===== config.mk =====
export PLATFORM = sky130hd
export DESIGN_NAME = wr_admit_ctrl
export DESIGN_NICKNAME = d
export VERILOG_FILES = /design/src/rtl/wr_admit_ctrl.sv
export SDC_FILE = /design/constraint.sdc
export NUM_CORES = 1
export LEC_CHECK = 0
export CORE_ASPECT_RATIO = 0.75
export CORE_UTILIZATION = 24
export DETAILED_ROUTE_END_ITERATION = 8
export DONT_BUFFER_PORTS = 1
export PLACE_DENSITY = 0.46
export SETUP_SLACK_MARGIN = 0.2
export SLEW_MARGIN = 20
export SYNTH_ARGS = -nofsm -noshare
export SYNTH_HDL_FRONTEND = slang
export SYNTH_SLANG_ARGS = --single-unit
export TNS_END_PERCENT = 50

===== constraint.sdc =====
create_clock -name wclk -period 8.2 [get_ports wclk]
set_clock_uncertainty 0.1 [all_clocks]
set_input_delay 0.41 -clock wclk [delete_from_list [all_inputs] [get_ports wclk]]
set_output_delay 0.41 -clock wclk [all_outputs]
set_load 0.02 [all_outputs]

===== src/rtl/wr_admit_ctrl.sv =====
// Write-side admission stage: 2-entry skid buffer feeding the FIFO write pointer
// controller, plus registered fill level, almost-full flag and stall counter.
module wr_admit_ctrl #(
    parameter int DATA_W       = 8,
    parameter int ADDR_LEN     = 8,
    parameter int AFULL_THRESH = 2**ADDR_LEN - 4
) (
    input  logic                wclk,
    input  logic                wrst_n,
    input  logic                s_valid_i,
    input  logic [DATA_W-1:0]   s_data_i,
    output logic                s_ready_o,
    input  logic                wfull_i,
    output logic                wincr_o,
    output logic [DATA_W-1:0]   wdata_o,
    input  logic [ADDR_LEN:0]   wptr_i,
    input  logic [ADDR_LEN:0]   r2wptr_sync_i,
    output logic [ADDR_LEN:0]   wlevel_o,
    output logic                walmost_full_o,
    output logic [15:0]         wstall_cnt_o
);

    localparam int PTR_W = ADDR_LEN + 1;
    localparam logic [PTR_W-1:0] AFULL_LVL = PTR_W'(AFULL_THRESH);

    typedef enum logic [1:0] {
        FILL_EMPTY = 2'd0,
        FILL_ONE   = 2'd1,
        FILL_TWO   = 2'd2
    } fill_t;

    fill_t             fill_q;
    logic [DATA_W-1:0] out_q;
    logic [DATA_W-1:0] skid_q;
    logic              out_valid;
    logic              accept;
    logic              drain;

    logic [PTR_W-1:0]  wbin;
    logic [PTR_W-1:0]  rbin;
    logic [PTR_W-1:0]  level_next;

    function automatic logic [PTR_W-1:0] gray2bin(input logic [PTR_W-1:0] g);
        logic [PTR_W-1:0] b;
        b[PTR_W-1] = g[PTR_W-1];
        for (int i = PTR_W - 2; i >= 0; i--) begin
            b[i] = b[i+1] ^ g[i];
        end
        return b;
    endfunction

    assign out_valid = (fill_q != FILL_EMPTY);
    assign accept    = s_valid_i & s_ready_o;
    assign drain     = out_valid & ~wfull_i;
    assign wincr_o   = drain;
    assign wdata_o   = out_q;

    // Ready is registered from the next skid state, so wfull_i never reaches s_ready_o
    // combinationally; the skid entry absorbs the one word that slips in meanwhile.
    always_ff @(posedge wclk) begin
        if (!wrst_n) begin
            fill_q    <= FILL_EMPTY;
            out_q     <= '0;
            skid_q    <= '0;
            s_ready_o <= 1'b1;
        end else begin
            // NOTE: sequential state uses non-blocking assignments only, so every
            // branch below sees the pre-edge values of fill_q, out_q and skid_q.
            case (fill_q)
                FILL_EMPTY: begin
                    if (accept) begin
                        out_q  <= s_data_i;
                        fill_q <= FILL_ONE;
                    end
                end
                FILL_ONE: begin
                    if (accept && drain) begin
                        out_q <= s_data_i;
                    end else if (accept) begin
                        skid_q    <= s_data_i;
                        fill_q    <= FILL_TWO;
                        s_ready_o <= 1'b0;
                    end else if (drain) begin
                        fill_q <= FILL_EMPTY;
                    end
                end
                FILL_TWO: begin
                    if (drain) begin
                        out_q     <= skid_q;
                        fill_q    <= FILL_ONE;
                        s_ready_o <= 1'b1;
                    end
                end
                default: begin
                    fill_q    <= FILL_EMPTY;
                    s_ready_o <= 1'b1;
                end
            endcase
        end
    end

    // Modular subtraction keeps the level correct across pointer wrap.
    assign wbin       = gray2bin(wptr_i);
    assign rbin       = gray2bin(r2wptr_sync_i);
    assign level_next = wbin - rbin;

    always_ff @(posedge wclk) begin
        if (!wrst_n) begin
            wlevel_o       <= '0;
            walmost_full_o <= 1'b0;
            wstall_cnt_o   <= '0;
        end else begin
            wlevel_o       <= level_next;
            walmost_full_o <= (level_next >= AFULL_LVL);
            if (out_valid && wfull_i && (wstall_cnt_o != 16'hFFFF)) begin
                wstall_cnt_o <= wstall_cnt_o + 16'd1;
            end
        end
    end

endmodule


# Word level (Yosys, flattened, before mapping)
# Cells that the tools add are included.
[classes] n_addsub=2 n_bitwise=21 multipliers=0 div_mod_pow=0 muxes=14 eq_ne=9 n_lt_le_gt_ge=1 shift=0 reduce_logical=10
[ops] op="$mux W8" n=3
[ops] op="$pmux W8 S3" n=1
[ops] op="$add A16 B1 Y16 const B" n=1
[ops] op="$ne A16 B16 Y1 const B" n=1
[ops] op="$xor A1 B1 Y1" n=16
[ops] op="$reduce_and A4 Y1" n=3
[ops] op="$mux W2" n=5
[ops] op="$ne A2 B2 Y1 const B" n=5
[ops] op="$ge A9 B8 Y1 const B" n=1
[ops] op="$sub A9 B9 Y9" n=1
[ops] op="$pmux W2 S3" n=1
[ops] op="$logic_and A1 B1 Y1" n=3
[ops] op="$mux W1" n=3
[ops] op="$ne A3 B3 Y1 const B" n=1
[ops] op="$not A1 Y1" n=3
[ops] op="$pmux W1 S3" n=1
[ops] op="$reduce_and A3 Y1" n=1
[ops] op="$reduce_bool A3 Y1" n=1
[ops] op="$and A1 B1 Y1" n=2
[ops] op="$eq A2 B1 Y1 const B" n=1
[ops] op="$eq A2 B2 Y1 const B" n=1
[ops] op="$logic_not A2 Y1" n=1
[ops] op="$reduce_bool A2 Y1" n=1
[totals] ram_bits=0 in_bits=30 n_memories=0 romBits=0 reg_bits=45 elab_cells=64 latch_bits=0 out_inout_bits=36

# Depth between registers and ports, before layout
[logic_depth] ltp_word=10 ltp_mapped=15

# Worst setup path after synthesis
# Ideal clock, no wire load.
[synth_timing] kind="input -> register" from="in r2wptr_sync_i[6]" to="reg walmost_full_o" setup_slack_ps=4442 required_time_ps=7984 path_stages=15 arrival_time_ps=3542 cell_sequence="xnor3_2 xor2_2 xor2_2 xor2_2 xor3_2 xnor2_1 ha_1 inv_1 fa_1 a211oi_1 o21ai_0 a21o_1 a21oi_1 mux2i_1 a41o_1"
[synth_between] elab_chain_len=9
[synth_lines] element="from (decl)" line="17" source="input logic [ADDR_LEN:0] r2wptr_sync_i,"
[synth_lines] element="$xor A1 B1 Y1 *" line="47" source="b[i] = b[i+1] ^ g[i];"
[synth_lines] element="$xor A1 B1 Y1 (6 in a row)" line="47"
[synth_lines] element="$sub A9 B9 Y9 *" line="105" source="assign level_next = wbin - rbin;"
[synth_lines] element="$ge A9 B8 Y1 *" line="114" source="walmost_full_o <= (level_next >= AFULL_LVL);"
[synth_lines] element="to (signal assigned)" line="114"
[synth_lines] element="to (decl)" line="19" source="output logic walmost_full_o,"
# Every way passes the cells marked *; elsewhere a longest branch is shown, timed or not.
# A chain may end at the register's enable or synchronous reset.

# Final worst setup path
# Same ends and word-level chain as after synthesis.

==> impl_metrics.py <==
metrics = {
    "pwr": {
        "p_int_mw": 0.4568,
        "combinationalPowerShare": 0.303,
        "max-vdd-ir-drop_uv": 88.66,
        "finalPower_mw": 0.6995,
        "p_sw_mw": 0.2428,
        "clkPwrFrac": 0.279,
        "p_sw_frac": 0.3470,
        "p_per_area_nw_per_um2": 265.0,
        "p_leak_nw": 1.032,
        "seqPwrFrac": 0.418,
    },
    "synth": {
        "syn_inst": 252,
        "yosysWarnings": 0,
        "yosysTopAreaCellShare": 0.3818,
        "avgSynthCellArea_um2": 9.364,
        "synth_fp_nets": 292,
        "ys_ff_latch": 45,
        "ys_seq_area_frac": 0.3818,
        "netlist_area_um2": 2360,
        "synth_area_leaders": "dfxtp_1, mux2i_1, nor2_1, xnor2_1, ha_1",
        "synth_top_cell_by_area": "dfxtp_1",
        "synth_cell_types": 41,
        "yosys-top-cells-count": "dfxtp_1, nor2_1, mux2i_1, xnor2_1",
        "async_flop_share": 0,
        "synth_edf_count": 0,
        "synth_most_common_cell": "dfxtp_1",
        "synth_flop_cell": "dfxtp_1",
    },
    "floorplanning": {
        "num_io_pins": 66,
        "die_h_um": 87.88,
        "start_util": 0.2535,
        "core_um2": 9309,
        "dieArea_um2": 10240,
        "die_x_um": 116.5,
        "fp-row-count": 30,
    },
    "place": {
        "routabilityCongestion": 0.7286,
        "place_ws_ns": 4.139,
        "placed_cells": 373,
        "hpwlAfterDp_um": 3892,
        "port_buffers": 0,
        "dpl_cell_area_um2": 2497,
    },
    "outcome": {
        "status": "finished clean",
    },
    "cells_and_area": {
        "n_fill_cell": 1026,
        "final_cell_area_um2": 2640,
        "antenna_cells": 0,
        "final_cells": 381,
        "drive_gt1_frac": 0.07510,
        "layout.nets": 292,
        "area_delta_synth_final_pct": 11.88,
    },
    "clock_network": {
        "cts_tree": "yes",
        "clkTransAtPathRegs_ns": 0.06,
        "cts_buffer_depth": 2,
        "cts_num_sinks": 45,
        "cts-root-buf": "clkbuf_16",
        "cts-hold-fix-buffers": 0,
        "postCtsSetupBuffers": 0,
        "cts_buffers": 5,
        "worstSkewPairLatency_ns": 0.28,
        "cts.htree.levels": 2,
        "cts_resized": 0,
    },
    "drt": {
        "vias": 1643,
        "drc": 0,
        "avgViaCountPerCell": 4.312,
        "drt_iter0_markers": 59,
        "routed_wl_um": 5224,
        "dr.pass1.iters": 4,
        "post_drt_wl_per_cell_um": 13.71,
        "ant_nets": 0,
    },
    "timing": {
        "hold_violations": 0,
        "finalSetupViolations": 0,
        "final.min_clock_period_ns": 3.782,
        "fin_tns_setup_ns": 0,
        "slew_viol_final": 0,
        "grt_setup_unrepaired": "false",
        "fmax_mhz": 264.4,
        "timing.final.ws_setup_ns": 4.418,
        "finalCritPeriodShare": 0.4612,
        "slew_headroom": 0.3745,
        "tightest_slew_ns": 0.9348,
    },
    "critical_path": {
        "cp-start-kind": "input port",
        "cp.arrival_ns": 3.86,
        "endpoint_kind": "flip-flop",
        "max_stage_delay_ns": 0.43,
        "worstPathRequired_ns": 8.28,
        "critPathMostFrequentCell": "xor2_2",
        "crit_fanout": 3,
        "worstPathCellList": "xnor3_2 -> xor2_2 -> xor2_2 -> xor2_2 -> xor3_2 -> xnor2_1 -> ha_1 -> inv_1 -> fa_1 -> a211oi_1 -> o21ai_0 -> a21o_1 -> a21oi_1 -> mux2i_1 -> a41o_1",
        "critical_path_class": "input port to flip-flop",
        "slowest_stage": "xnor3_2",
    },
    "grt": {
        "grt_overflow_total": 0,
        "antenna_found_initial": 0,
        "grt_pass1_wl_um": 8493,
        "grt_pass1_vias": 1675,
        "grt_util_all_layers": 0.1097,
        "grt_max_degree": 34,
    },
    "min_path": {
        "hold_class": "input port to flip-flop",
    },
    "flow_run": {
        "max-cap-violations": 0,
    },
}
[power by group through the flow]
stage	registers (mW)	logic [mW]	clock network, mW
final	0.293	0.212	0.195
after global routing	0.296	0.243	0.216
after CTS	0.294	0.214	0.207
after detailed placement	0.299	0.211	0
after global placement	0.299	0.214	0
after floorplan	0.293	0.175	0
[path summary, 6_finish.rpt]
kind                                  startpoint          endpoint  slack (ns)  cells after the start
worst max-delay path            r2wptr_sync_i[6]    walmost_full_o        4.42                     15
worst min-delay path                      wrst_n         s_ready_o        0.11                      1
worst max register to register   wstall_cnt_o[0]  wstall_cnt_o[12]        5.98                      7
worst min register to register         skid_q[0]         skid_q[0]        0.40                      2
[metal layers]
metal	track usage	up-vias	wire length, um
met5	0	-	0
met4	0.02797	0	29
met3	0.05329	2	463
met2	0.1603	34	2145
met1	0.1435	747	2585
li1	-	860	-
[cell usage in the layout, fill, tap and decap left out, types with 5 or more instances in the layout]
cell	n
clkbuf_16	5
xnor2_1	13
a211oi_1	10
nor2_1	44
xor2_1	10
dfxtp_1	45
nand2_1	8
inv_1	7
nand3_1	6
a21oi_1	8
xor2_2	5
and2_1	9
ha_1	9
mux2i_1	18
o21ai_0	9
[area by class of cell]
type                            count  area [um2]  area share
Timing Repair Buffer                1       7.507    0.002844
Sequential cell                    45       900.9      0.3412
Multi-Input combinational cell    191        1403      0.5313
Inverter                            8       30.03     0.01137
Clock inverter                      2       10.01    0.003791
Tap cell                          128       160.2     0.06066
Clock buffer                        6       128.9     0.04882
[through the flow]
| stage | util | hold slack [ns] |
|---|---|---|
| after detailed placement | 0.2683 | 0.3862 |
| after floorplan | - | 0.3596 |
| after CTS | 0.2832 | 0.09670 |
| after global routing | 0.2836 | 0.1101 |
| final | 0.2836 | 0.1066 |
| after global placement | 0.2683 | 0.3730 |
[worst max-delay path: cells and delay by family]
kind	cells	cell delay, ns
AO/OA/AOI/OAI	5	1.08
XOR/XNOR	6	1.60
adder cells (fa/ha/maj)	2	0.60
buffers and inverters	1	0.05
multiplexers	1	0.11
[flip-flops by register name, summed over array words and instances, names as in the netlist]
| signal | count |
|---|---|
| fill_q | 2 |
| s_ready_o | 1 |
| skid_q | 8 |
| walmost_full_o | 1 |
| wdata_o | 8 |
| wlevel_o | 9 |
| wstall_cnt_o | 16 |
[cell families after synthesis]
family                   share of synthesized area
AO/OA/AOI/OAI                               0.1087
XOR/XNOR                                    0.1670
adder cells (fa/ha/maj)                    0.05620
buffers and inverters                      0.02545
flip-flops                                  0.3818
multiplexers                               0.07635
AND/OR/NAND/NOR                             0.1845
No activity file was read; power rests on OpenSTA's default activity.
